$ cat src/rtl/hazard_ctrl.sv
// hazard_ctrl: stall / bubble / flush sequencing for the 5-stage RISC-V pipeline, with a
// data-memory watchdog. Define HAZARD_STATS_EN to build the stall/flush statistics counters.
module hazard_ctrl #(
    parameter int MEM_TIMEOUT = 15,
    parameter int CNT_W       = 16
) (
    input  logic             clk,
    input  logic             reset_n,
    input  logic             ID_EX_MemRead,
    input  logic [4:0]       ID_EX_RegisterRd,
    input  logic [4:0]       IF_ID_RegisterRs1,
    input  logic [4:0]       IF_ID_RegisterRs2,
    input  logic             Branch_taken,
    input  logic             mem_req,
    input  logic             mem_ready,
    output logic             PC_Write,
    output logic             IF_ID_Write,
    output logic             IF_Flush,
    output logic             ID_Flush_lwstall,
    output logic             Pipe_Freeze,
    output logic             mem_timeout,
    output logic [1:0]       ctrl_state,
    output logic [CNT_W-1:0] stall_cycles,
    output logic [CNT_W-1:0] flush_count
);

    localparam logic [1:0] ST_RUN     = 2'd0;
    localparam logic [1:0] ST_LWSTALL = 2'd1;
    localparam logic [1:0] ST_MEMWAIT = 2'd2;
    localparam logic [1:0] ST_ERR     = 2'd3;

    localparam int         TIMEOUT_LAST_I = MEM_TIMEOUT - 1;
    localparam logic [7:0] TIMEOUT_LAST   = TIMEOUT_LAST_I[7:0];

    logic [1:0] state_q;
    logic [1:0] state_d;
    logic [7:0] wait_cnt_q;
    logic [7:0] wait_cnt_d;
    logic       timeout_q;
    logic       timeout_d;

    logic       freeze_s;
    logic       load_use_s;
    logic       rd_match_s;
    logic       wd_expire_s;

    assign freeze_s    = mem_req & ~mem_ready;
    assign rd_match_s  = (ID_EX_RegisterRd == IF_ID_RegisterRs1) |
                         (ID_EX_RegisterRd == IF_ID_RegisterRs2);
    assign load_use_s  = ID_EX_MemRead & (ID_EX_RegisterRd != 5'd0) & rd_match_s;
    // The entry freeze cycle is counted too, so ERR lands on the edge ending the
    // MEM_TIMEOUT-th consecutive freeze cycle.
    assign wd_expire_s = freeze_s & (wait_cnt_q == TIMEOUT_LAST);

    // Mealy pipeline controls: ERR/freeze > load-use bubble > taken-branch flush > run.
    always_comb begin
        PC_Write         = 1'b1;
        IF_ID_Write      = 1'b1;
        IF_Flush         = 1'b0;
        ID_Flush_lwstall = 1'b0;
        Pipe_Freeze      = 1'b0;
        if ((state_q == ST_ERR) || freeze_s) begin
            PC_Write    = 1'b0;
            IF_ID_Write = 1'b0;
            Pipe_Freeze = 1'b1;
        end else if (load_use_s && (state_q != ST_LWSTALL)) begin
            PC_Write         = 1'b0;
            IF_ID_Write      = 1'b0;
            ID_Flush_lwstall = 1'b1;
        end else if (Branch_taken) begin
            IF_Flush = 1'b1;
        end else begin
            PC_Write    = 1'b1;
            IF_ID_Write = 1'b1;
        end
    end

    // FSM next-state selection.
    always_comb begin
        state_d = state_q;
        case (state_q)
            ST_RUN: begin
                if (freeze_s) begin
                    state_d = wd_expire_s ? ST_ERR : ST_MEMWAIT;
                end else if (load_use_s) begin
                    state_d = ST_LWSTALL;
                end else begin
                    state_d = ST_RUN;
                end
            end
            ST_LWSTALL: begin
                if (freeze_s) begin
                    state_d = wd_expire_s ? ST_ERR : ST_MEMWAIT;
                end else begin
                    state_d = ST_RUN;
                end
            end
            ST_MEMWAIT: begin
                if (freeze_s) begin
                    state_d = wd_expire_s ? ST_ERR : ST_MEMWAIT;
                end else begin
                    state_d = ST_RUN;
                end
            end
            ST_ERR: begin
                state_d = ST_ERR;
            end
            default: begin
                state_d = ST_RUN;
            end
        endcase
    end

    // Watchdog count runs only while the next state is MEMWAIT; ERR is sticky by construction.
    always_comb begin
        wait_cnt_d = 8'd0;
        timeout_d  = 1'b0;
        if (state_d == ST_MEMWAIT) begin
            wait_cnt_d = wait_cnt_q + 8'd1;
        end else begin
            wait_cnt_d = 8'd0;
        end
        if (state_d == ST_ERR) begin
            timeout_d = 1'b1;
        end else begin
            timeout_d = 1'b0;
        end
    end

    // State, watchdog counter and error flag registers.
    always_ff @(posedge clk or negedge reset_n) begin
        if (!reset_n) begin
            state_q    <= ST_RUN;
            wait_cnt_q <= 8'd0;
            timeout_q  <= 1'b0;
        end else begin
            state_q    <= state_d;
            wait_cnt_q <= wait_cnt_d;
            timeout_q  <= timeout_d;
        end
    end

    assign ctrl_state  = state_q;
    assign mem_timeout = timeout_q;

`ifdef HAZARD_STATS_EN
    localparam logic [CNT_W-1:0] CNT_MAX = {CNT_W{1'b1}};

    logic [CNT_W-1:0] stall_cnt_q;
    logic [CNT_W-1:0] stall_cnt_d;
    logic [CNT_W-1:0] flush_cnt_q;
    logic [CNT_W-1:0] flush_cnt_d;

    function automatic logic [CNT_W-1:0] sat_inc(input logic [CNT_W-1:0] v);
        if (v == CNT_MAX) begin
            return v;
        end else begin
            return v + CNT_W'(1);
        end
    endfunction

    // Saturating statistics: stalled PC cycles and bubble/flush cycles.
    always_comb begin
        stall_cnt_d = stall_cnt_q;
        flush_cnt_d = flush_cnt_q;
        if (!PC_Write) begin
            stall_cnt_d = sat_inc(stall_cnt_q);
        end else begin
            stall_cnt_d = stall_cnt_q;
        end
        if (IF_Flush || ID_Flush_lwstall) begin
            flush_cnt_d = sat_inc(flush_cnt_q);
        end else begin
            flush_cnt_d = flush_cnt_q;
        end
    end

    // Statistics counter registers.
    always_ff @(posedge clk or negedge reset_n) begin
        if (!reset_n) begin
            stall_cnt_q <= {CNT_W{1'b0}};
            flush_cnt_q <= {CNT_W{1'b0}};
        end else begin
            stall_cnt_q <= stall_cnt_d;
            flush_cnt_q <= flush_cnt_d;
        end
    end

    assign stall_cycles = stall_cnt_q;
    assign flush_count  = flush_cnt_q;
`else
    assign stall_cycles = {CNT_W{1'b0}};
    assign flush_count  = {CNT_W{1'b0}};
`endif

endmodule

$ cat config.mk
export PLATFORM = sky130hd
export DESIGN_NAME = hazard_ctrl
export DESIGN_NICKNAME = d
export VERILOG_FILES = /design/src/rtl/hazard_ctrl.sv
export SDC_FILE = /design/constraint.sdc
export NUM_CORES = 1
export LEC_CHECK = 0
export ABC_AREA = 1
export CORE_ASPECT_RATIO = 0.5
export CORE_MARGIN = 1.5
export CORE_UTILIZATION = 35
export DETAILED_ROUTE_END_ITERATION = 6
export PLACE_DENSITY = 0.84
export SLEW_MARGIN = 0
export SYNTH_ARGS = -nofsm -noshare
export SYNTH_HDL_FRONTEND = slang
export SYNTH_SLANG_ARGS = --single-unit
$ cat constraint.sdc
create_clock -name clk -period 4.15 [get_ports clk]
set_input_delay 0.83 -clock clk [delete_from_list [all_inputs] [get_ports clk]]
set_output_delay 0.83 -clock clk [all_outputs]
set_load 0.005 [all_outputs]
==> flow_summary.toml <==
[final_layout]
area_growth_pct = 22.6
num_antenna_cells = 0
drive_gt1_share_pct = 4.81
nNetsFinal = 214
postLayoutCellArea_sq_mm = 0.00130

[logic_synthesis]
ys.flop_type = "dfrtp_1"
synth_seq_cells = 11
yosys.area.top_type = "dfrtp_1"
synth_top_area_share_pct = 25.9
ys_types = 19
seq_area_frac_synth_pct = 25.9
syn_avg_cell_area_sq_um = 6.77
syn_inst = 157
ys_top_cells_by_count = "nand2_1 (35), buf_4 (33), inv_1 (28)"
synth-edff-count = 0
syn_area_sq_mm = 0.00106
synth_most_common_cell = "nand2_1"
async_flop_share_pct = 100
ys_top_cells_by_area = "dfrtp_1 (26%), buf_4 (23%), nand2_1 (12%), inv_1 (9.9%), nor2_1 (6.7%)"
yosys_warnings = 0

[setup_path]
worst-path-max-fanout = 3
critical_path.cell_chain = "clkdlybuf4s50_1, inv_1, nand2_1, nand2_1, nor2_1, nand3_1, nand2_1, nand3b_1, nor2_1, clkdlybuf4s50_1"
reg2reg_depth = 9
path_depth = 10
path_delay_family = "buffers and inverters"
worst_setup_path_end_kind = "output port"
slowest_delay_ns = 0.51
crit_buf_inv = 3
arrival_ns = 2.51
worst_ep_required_time_ns = 3.32
crit_top_cell = "nand2_1"
path_class = "in -> out"
cp-start-kind = "primary input"
worst_path_max_delay_cell = "clkdlybuf4s50_1"

[clocking]
cts-root-buf = "clkbuf_8"
clock-sinks = 11
clkTransAtPathRegs_ns = 0.05
insertion_delay_ns = 0.24
post-cts-setup-buffers = 0
cts_made_buffers = 3
clock_path_buffers = 2
cts_hold_buf = 0
cts_resized = 0
htree_num_levels = 1
cts_tree = "yes"

[global_routing]
grt_max_degree = 12
grt_usage_pct = 11.8
grt_pass1_vias = 755
antenna_found_initial = 0
grt_pass1_wl_um = 3020
grt-ovfl-total = 0

[sta]
rsz0062_at_grt = "false"
setup_viol = 0
max_freq_mhz = 300
worst_slack_ns = 0.812
slew_viol_final = 0
maxSlewHeadroom_pct = 64.8
period_share_pct = 80.4
hold_viol_final = 0
worst_pin_slew_ns = 0.526
timing.setup.tns_ns = 0
skew_ns = 0.00349
period_minus_slack_ns = 3.34

[power]
finalPower_mw = 0.379
leakage_nw = 0.708
vdd_drop_max_mv = 0.169
power_per_cell_area_mw_per_mm2 = 291

[placement]
place_congestion = 0.737
dpl_cell_area_sq_mm = 0.00126
place_hpwl_um = 1570
numPortBuffers = 28
pre_cts_slack_ns = 0.803

[drt]
drtPass1Iterations = 4
drc = 0
vias = 859
drt.antenna.violating_nets = 0
drtIter0Drc = 13
via_per_inst = 3.83
routedWlPerCell_um = 8.40
postRouteWirelength_um = 1880

[worst_hold_path]
hold-path-cell-count = 1
hold_class = "reg -> reg"

[floorplan]
io_pins = 61
coreArea_sq_mm = 0.00273
die_h_um = 42.0
die_width_um = 80.9
die-area_sq_mm = 0.00339
start_util_pct = 38.9
num_rows = 13

[status]
status = "complete, no violations"

[job]
max_cap_violations = 0
==> flip-flops by register name (all words and copies together) (netlist names) <==
name         count
ctrl_state       2
mem_timeout      1
wait_cnt_q       8
==> worst register-to-register path, delay by kind of cell (launching register included) <==
family	cells	cell delay, ns
and+or+nand+nor	7	0.80
DFF	1	0.39
buffers and inverters	1	0.09
adders and majority gates	1	0.15
==> layer usage <==
layer / up-vias / global-route usage (%) / part of all wire, %
met4: 0 / 6.90 / 1.9
met1: 369 / 12.7 / 43
met5: - / 0 / 0
li1: 456 / - / -
met3: 4 / 3.96 / 5.6
met2: 30 / 20.2 / 49
==> per-stage QoR <==
step / instances / util (%) / hold WS [ns]
2_1_floorplan: 188 / - / 0.430
6_report: 224 / 47.7 / 0.455
3_5_place_dp: 220 / 46.0 / 0.453
4_1_cts: 224 / 47.7 / 0.459
5_1_grt: 224 / 47.7 / 0.475
3_3_place_gp: 220 / 46.0 / 0.443
==> kinds of logic (layout without fill, tap and decap cells) <==
kind of cell,Yosys count,count (layout),share of synthesized area [%]
other,1,32,0.353
adder cells (fa/ha/maj),5,5,5.89
AND/OR/NAND/NOR,69,69,27.9
flip-flops,11,11,25.9
XOR/XNOR,6,6,4.95
AO/OA/AOI/OAI,3,3,1.41
buffers and inverters,62,61,33.6
==> cell type report <==
| class | instances | area [sq um] |
|---|---|---|
| flip-flops and latches | 11 | 275 |
| clock buffers | 4 | 45.0 |
| inverters | 29 | 109 |
| fillers | 256 | 1430 |
| multi-input cells | 115 | 547 |
| well taps | 37 | 46.3 |
| repair buffers | 28 | 280 |
==> report_power, final <==
part           internal [mW]  switching [mW]  total, mW
Clock                 0.0673          0.0388      0.106
Combinational         0.0702          0.0719      0.142
Sequential             0.121          0.0103      0.131
==> path summary, 6_finish.rpt <==
path / start / to / slack [ns]
min reg2reg: wait_cnt_q[0]$_DFF_PN0_ / wait_cnt_q[0]$_DFF_PN0_ / 0.45
min in group asynchronous: reset_n / mem_timeout$_DFF_PN0_ / 0.94
max reg2reg: wait_cnt_q[0]$_DFF_PN0_ / wait_cnt_q[4]$_DFF_PN0_ / 2.61
max in group asynchronous: reset_n / wait_cnt_q[5]$_DFF_PN0_ / 2.86
max: ID_EX_RegisterRd[1] / ID_Flush_lwstall / 0.81
min: wait_cnt_q[0]$_DFF_PN0_ / wait_cnt_q[0]$_DFF_PN0_ / 0.45
==> layout by cell type, fill, tap and decap left out, drive strengths merged <==
cell type / instances
o21ai: 3
nand3b: 1
nand2: 38
nand4: 1
dfrtp: 11
ha: 5
inv: 29
clkdlybuf4s50: 28
nor2: 20
xor2: 2
conb: 32
xnor2: 4
nor3: 3
nand3: 6
clkbuf: 4
No activity file was read; power rests on OpenSTA's default activity.
